--- src/rtl/anjian_kongzhi.sv ---
// Key control front end for the 6-digit BCD counter chain: synchronises and debounces the
// start/clear buttons, runs IDLE/RUN/PAUSE and emits the count tick and clear pulse.
// Optional build macro KEY_LONGPRESS_EN adds a long-press-on-start clear.
module anjian_kongzhi #(
    parameter int TICK_DIV    = 50_000_000,
    parameter int DEB_CYCLES  = 1_000_000,
    parameter int LONG_CYCLES = 100_000_000
) (
    input  logic clk,
    input  logic rst_n,
    input  logic key_start_n,
    input  logic key_clear_n,
    output logic tick_out,
    output logic clr_out,
    output logic run
);

    localparam int DIV_W = $clog2(TICK_DIV);
    localparam int DEB_W = $clog2(DEB_CYCLES);

    localparam logic [DIV_W-1:0] DIV_MAX = DIV_W'(TICK_DIV - 1);
    localparam logic [DEB_W-1:0] DEB_MAX = DEB_W'(DEB_CYCLES - 1);

    localparam logic [1:0] ST_IDLE  = 2'd0;
    localparam logic [1:0] ST_RUN   = 2'd1;
    localparam logic [1:0] ST_PAUSE = 2'd2;

    if (TICK_DIV < 2 || DEB_CYCLES < 2 || LONG_CYCLES < 1) begin : g_param_check
        $error("anjian_kongzhi: TICK_DIV and DEB_CYCLES must be >= 2, LONG_CYCLES >= 1");
    end

    function automatic logic [DIV_W-1:0] div_step(input logic [DIV_W-1:0] d);
        return (d == DIV_MAX) ? '0 : d + DIV_W'(1);
    endfunction

    // Bit 0 carries the start key, bit 1 the clear key throughout the key path.
    logic [1:0]       key_sync_p0;
    logic [1:0]       key_sync_p1;
    logic [1:0]       key_stable_p2;
    logic [1:0]       key_press_p2;
    logic [DEB_W-1:0] deb_cnt_p2 [2];
    logic             clr_ev_p2;

    logic [1:0]       state_p3;
    logic [1:0]       state_nxt;
    logic [DIV_W-1:0] div_p3;

    // Stage p0/p1: two-flop synchroniser, idle level is released (1)
    always_ff @(posedge clk or negedge rst_n) begin
        if (!rst_n) begin
            key_sync_p0 <= 2'b11;
            key_sync_p1 <= 2'b11;
        end else begin
            key_sync_p0 <= {key_clear_n, key_start_n};
            key_sync_p1 <= key_sync_p0;
        end
    end

    // Stage p2: debounce, a level must persist DEB_CYCLES samples; press = stable 1->0
    always_ff @(posedge clk or negedge rst_n) begin
        if (!rst_n) begin
            key_stable_p2 <= 2'b11;
            key_press_p2  <= 2'b00;
            for (int i = 0; i < 2; i++) begin
                deb_cnt_p2[i] <= '0;
            end
        end else begin
            for (int i = 0; i < 2; i++) begin
                key_press_p2[i] <= 1'b0;
                if (key_sync_p1[i] == key_stable_p2[i]) begin
                    deb_cnt_p2[i] <= '0;
                end else if (deb_cnt_p2[i] == DEB_MAX) begin
                    deb_cnt_p2[i]    <= '0;
                    key_stable_p2[i] <= key_sync_p1[i];
                    key_press_p2[i]  <= ~key_sync_p1[i];
                end else begin
                    deb_cnt_p2[i] <= deb_cnt_p2[i] + DEB_W'(1);
                end
            end
        end
    end

`ifdef KEY_LONGPRESS_EN
    localparam int LP_W = $clog2(LONG_CYCLES + 1);
    localparam logic [LP_W-1:0] LP_MAX = LP_W'(LONG_CYCLES - 1);

    logic [LP_W-1:0] lp_cnt_p2;
    logic            lp_done_p2;
    logic            lp_clr_p2;

    // Counts cycles the debounced start key stays low; fires once per press, rearms on release.
    always_ff @(posedge clk or negedge rst_n) begin
        if (!rst_n) begin
            lp_cnt_p2  <= '0;
            lp_done_p2 <= 1'b0;
            lp_clr_p2  <= 1'b0;
        end else begin
            lp_clr_p2 <= 1'b0;
            if (key_stable_p2[0]) begin
                lp_cnt_p2  <= '0;
                lp_done_p2 <= 1'b0;
            end else if (!lp_done_p2) begin
                if (lp_cnt_p2 == LP_MAX) begin
                    lp_cnt_p2  <= '0;
                    lp_done_p2 <= 1'b1;
                    lp_clr_p2  <= 1'b1;
                end else begin
                    lp_cnt_p2 <= lp_cnt_p2 + LP_W'(1);
                end
            end
        end
    end

    assign clr_ev_p2 = key_press_p2[1] | lp_clr_p2;
`else
    assign clr_ev_p2 = key_press_p2[1];
`endif

    always_comb begin
        state_nxt = state_p3;
        if (clr_ev_p2) begin
            state_nxt = ST_IDLE;
        end else begin
            case (state_p3)
                ST_IDLE:  if (key_press_p2[0]) state_nxt = ST_RUN;
                ST_RUN:   if (key_press_p2[0]) state_nxt = ST_PAUSE;
                ST_PAUSE: if (key_press_p2[0]) state_nxt = ST_RUN;
                default:  state_nxt = ST_IDLE;
            endcase
        end
    end

    // Stage p3: state, divider and registered outputs; a tick due as RUN is left is dropped
    always_ff @(posedge clk or negedge rst_n) begin
        if (!rst_n) begin
            state_p3 <= ST_IDLE;
            div_p3   <= '0;
            run      <= 1'b0;
            tick_out <= 1'b0;
            clr_out  <= 1'b0;
        end else begin
            state_p3 <= state_nxt;
            run      <= (state_nxt == ST_RUN);
            clr_out  <= clr_ev_p2;
            tick_out <= (state_p3 == ST_RUN) && (state_nxt == ST_RUN) && (div_p3 == DIV_MAX);
            if (state_nxt == ST_IDLE) begin
                div_p3 <= '0;
            end else if (state_p3 == ST_RUN) begin
                div_p3 <= div_step(div_p3);
            end
        end
    end

endmodule
--- config.mk ---
export PLATFORM = sky130hd
export DESIGN_NAME = anjian_kongzhi
export DESIGN_NICKNAME = d
export VERILOG_FILES = /design/src/rtl/anjian_kongzhi.sv
export SDC_FILE = /design/constraint.sdc
export NUM_CORES = 1
export LEC_CHECK = 0
export ABC_AREA = 1
export CAP_MARGIN = 10
export CORE_MARGIN = 2
export CORE_UTILIZATION = 50
export CTS_BUF_LIST = sky130_fd_sc_hd__clkbuf_4 sky130_fd_sc_hd__clkbuf_8
export CTS_CLUSTER_DIAMETER = 40
export DETAILED_ROUTE_END_ITERATION = 8
export PLACE_DENSITY_LB_ADDON = 0.2
export SLEW_MARGIN = 40
export SYNTH_ARGS = -nofsm -noshare
export SYNTH_HDL_FRONTEND = slang
export SYNTH_SLANG_ARGS = --single-unit
--- constraint.sdc ---
create_clock -name clk -period 2.4 [get_ports clk]
set_input_delay 0.72 -clock clk [delete_from_list [all_inputs] [get_ports clk]]
set_output_delay 0.72 -clock clk [all_outputs]
set_load 0.02 [all_outputs]
==> run metrics <==
Fin. Hold Viols=0; clock buffers created by TritonCTS=9; arrival time reported for the critical path endpoint=1.28 ns; Finish-stage setup viols=0; buffer type at the clock tree root=sky130_fd_sc_hd__clkbuf_8; Vias/cell=4.93; Clock Pin Slew Worst Setup and Hold Paths=0.09 ns; total negative slack for setup checks=0 ns; count of hold-fix buffers inserted at cts=0; top cell type by total area after synthesis=sky130_fd_sc_hd__dfrtp_1; class of the worst hold path=input port to async pin; Final nets=586; vias post-DR=3400; Core Box Area=8220 µm²; Worst VDD drop=0.000384 V; post-detailed-placement half-perimeter wirelength=6090 µm; number of different library cells in the post-synthesis netlist=32; number of levels the H-tree was split into=3; measured slew at the worst slew-check pin=0.406 ns; instance area after placement=4410 µm²; count of buffers added by post-CTS timing repair for setup=0; post-synthesis register bit count=79; share of the synthesized area in the top cell type=0.433; average detailed-routed wire length per instance=12.2 µm; final estimated routing congestion in global placement=0.878; number of ports placed on the die boundary=7; f_max=499 MHz; die outline width=95.9 µm; leading post-synthesis cells by cell area=sky130_fd_sc_hd__dfrtp_1, sky130_fd_sc_hd__nand2_1, sky130_fd_sc_hd__nor2_1; total power consumption of the routed design=0.00246 W; category of the most critical setup path=flip-flop to primary output; Final Skew=0.0152 ns; CP max stage cell=sky130_fd_sc_hd__clkdlybuf4s50_1; average size of a mapped cell=7.48 µm²; global-route wire length before repair=14900 µm; number of warning messages in the yosys log=0; Slew HR=0.728; kind of start point of the critical path=flip-flop; Syn Inst Count=564; clock tree from TritonCTS=yes; global router's overall resource usage=0.207; number of cells upsized or downsized after cts=0; most common flop cell mapped by yosys=sky130_fd_sc_hd__dfrtp_1; buffers from clock root to sink, at most=2; total nets after synthesis=571; count of flip-flops with a built-in enable after synthesis=0; RSZ-0062 raised after global routing=false; number of global-route vias before repair=3363; count of nets left with antenna violations after detail routing=0; cell family contributing the most delay on the critical path=buffers and inverters; IO Port Bufs=6; Starting Density=0.514; number of diodes=0; number of antenna violations at the first check in global routing=0; series of cell instances along the critical path=clkdlybuf4s50_1; fraction of the yosys area taken by sequential cells=0.470; total length of routed wires=8400 µm; outcome=finished clean; max incr delay on CP=0.60 ns; TritonCTS sink count=79; final design utilization=0.562; fraction of registers with async set/reset=1.00; clock latency at the later pin of the worst-skew pair=0.35 ns; total power per unit cell area=532 nW/µm²; leakage component of the power=2.04 nW; number of violations reported at the end of detailed-routing iteration 0=212; post-route minimum period=2.00 ns; required time of the critical path=1.68 ns; buffers plus inverters on the worst setup path=1; cell area after layout=4620 µm²; Vert. Die Dim=95.9 µm; Area Growth Syn to Fin=9.43%; total standard cell area after synthesis=4220 µm²; Worst setup EP type=primary output; number of detailed-routing iterations run before antenna repair=4; maximum net fanout on the critical path=1; number of design rule violations left after detail routing=0; largest net degree at the start of global routing=52; cell row count=33; ratio of cells with drive above 1 in the final layout=0.0771; remaining global-route overflow=0; Die Area=9190 µm²; count of maximum capacitance violations=0; period utilization=0.834; final number of max-transition violations=0
[synth_stat cells (3+ instances only)]
master	count
sky130_fd_sc_hd__ha_1	3
sky130_fd_sc_hd__a21oi_1	13
sky130_fd_sc_hd__nand2_2	6
sky130_fd_sc_hd__inv_2	3
sky130_fd_sc_hd__xor2_1	22
sky130_fd_sc_hd__nand3_1	39
sky130_fd_sc_hd__xnor2_1	4
sky130_fd_sc_hd__dfrtp_1	73
sky130_fd_sc_hd__o21bai_1	3
sky130_fd_sc_hd__nor3_2	3
sky130_fd_sc_hd__nor3_1	16
sky130_fd_sc_hd__nand2_1	129
sky130_fd_sc_hd__dfstp_2	6
sky130_fd_sc_hd__inv_1	81
sky130_fd_sc_hd__o21ai_0	7
sky130_fd_sc_hd__nand4_1	13
sky130_fd_sc_hd__nor2_1	125
[layout make-up]
type | count | area [µm²]
flip-flops and latches | 79 | 1980
fillers | 755 | 3600
well taps | 105 | 131
multi-input cells | 396 | 1890
repair buffers | 8 | 85.1
inverters | 85 | 322
clock buffers | 11 | 145
clock inverters | 5 | 63.8
[routing by layer]
| layer | vias to the layer above | part of all wire | track usage |
|---|---|---|---|
| met5 | - | 0 | 0 |
| met4 | 0 | 0.016 | 0.0798 |
| met3 | 13 | 0.024 | 0.0274 |
| met2 | 53 | 0.47 | 0.341 |
| met1 | 1556 | 0.49 | 0.277 |
| li1 | 1778 | - | - |
[per-stage QoR]
step	worst slack, ns	hold WS, ns	std cells
final	0.397	0.297	689
after global routing	0.364	0.328	689
after CTS	0.381	0.300	689
after detailed placement	0.731	0.357	673
after global placement	0.772	0.346	673
after floorplan	0.913	0.345	564
[state kept, by name (all words and copies together), names as in the netlist]
register,flops
deb_cnt_p2,40
div_p3,26
key_press_p2,2
key_stable_p2,2
key_sync_p0,2
key_sync_p1,2
state_p3,2
clr_out,1
run,1
tick_out,1
[kinds of logic (layout without fill, tap and decap cells)]
family	after synthesis	after routing	share of synthesized area
buffers and inverters	89	109	0.0827
DFF	79	79	0.470
AOI/OAI and AO/OA	27	27	0.0400
adders and majority gates	3	3	0.00890
and+or+nand+nor	340	340	0.344
xor gates and xnor gates	26	26	0.0540
[placed cells by master, fill, tap and decap left out, types with 2 or more instances in the layout]
cell | netlist | routed
sky130_fd_sc_hd__nand2_1 | 129 | 129
sky130_fd_sc_hd__nor2_1 | 125 | 125
sky130_fd_sc_hd__inv_1 | 81 | 81
sky130_fd_sc_hd__dfrtp_1 | 73 | 73
sky130_fd_sc_hd__nand3_1 | 39 | 39
sky130_fd_sc_hd__xor2_1 | 22 | 22
sky130_fd_sc_hd__nor3_1 | 16 | 16
sky130_fd_sc_hd__nand4_1 | 13 | 13
sky130_fd_sc_hd__a21oi_1 | 13 | 13
sky130_fd_sc_hd__clkbuf_8 | 0 | 10
sky130_fd_sc_hd__o21ai_0 | 7 | 7
sky130_fd_sc_hd__nand2_2 | 6 | 6
sky130_fd_sc_hd__dfstp_2 | 6 | 6
sky130_fd_sc_hd__clkdlybuf4s50_1 | 0 | 5
sky130_fd_sc_hd__xnor2_1 | 4 | 4
sky130_fd_sc_hd__nor3_2 | 3 | 3
sky130_fd_sc_hd__inv_2 | 3 | 3
sky130_fd_sc_hd__o21bai_1 | 3 | 3
sky130_fd_sc_hd__ha_1 | 3 | 3
sky130_fd_sc_hd__nor3b_1 | 2 | 2
sky130_fd_sc_hd__nor2_2 | 2 | 2
sky130_fd_sc_hd__nor2_4 | 2 | 2
sky130_fd_sc_hd__inv_6 | 0 | 2
sky130_fd_sc_hd__buf_4 | 1 | 2
[final timing paths]
path	from	endpoint	slack, ns	cells past startpoint
worst max-delay path	clr_out	clr_out	0.40	1
worst min-delay path	rst_n	div_p3[8]	0.30	1
worst max register to register	div_p3[1]	div_p3[24]	0.67	10
worst min register to register	key_sync_p0[0]	key_sync_p1[0]	0.37	0
max in group asynchronous	rst_n	key_sync_p1[1]	1.43	2
min in group clk	key_sync_p0[0]	key_sync_p1[0]	0.37	0
[report_power, final]
part           switching (W)   total, W  leakage, nW  internal (W)
clock               0.000507    0.00104        0.104      0.000531
combinational      0.0000472  0.0000655        0.859     0.0000184
sequential        0.00000875    0.00135         1.08       0.00134
total               0.000563    0.00246         2.04       0.00189
(Power assumes the default switching activity.)
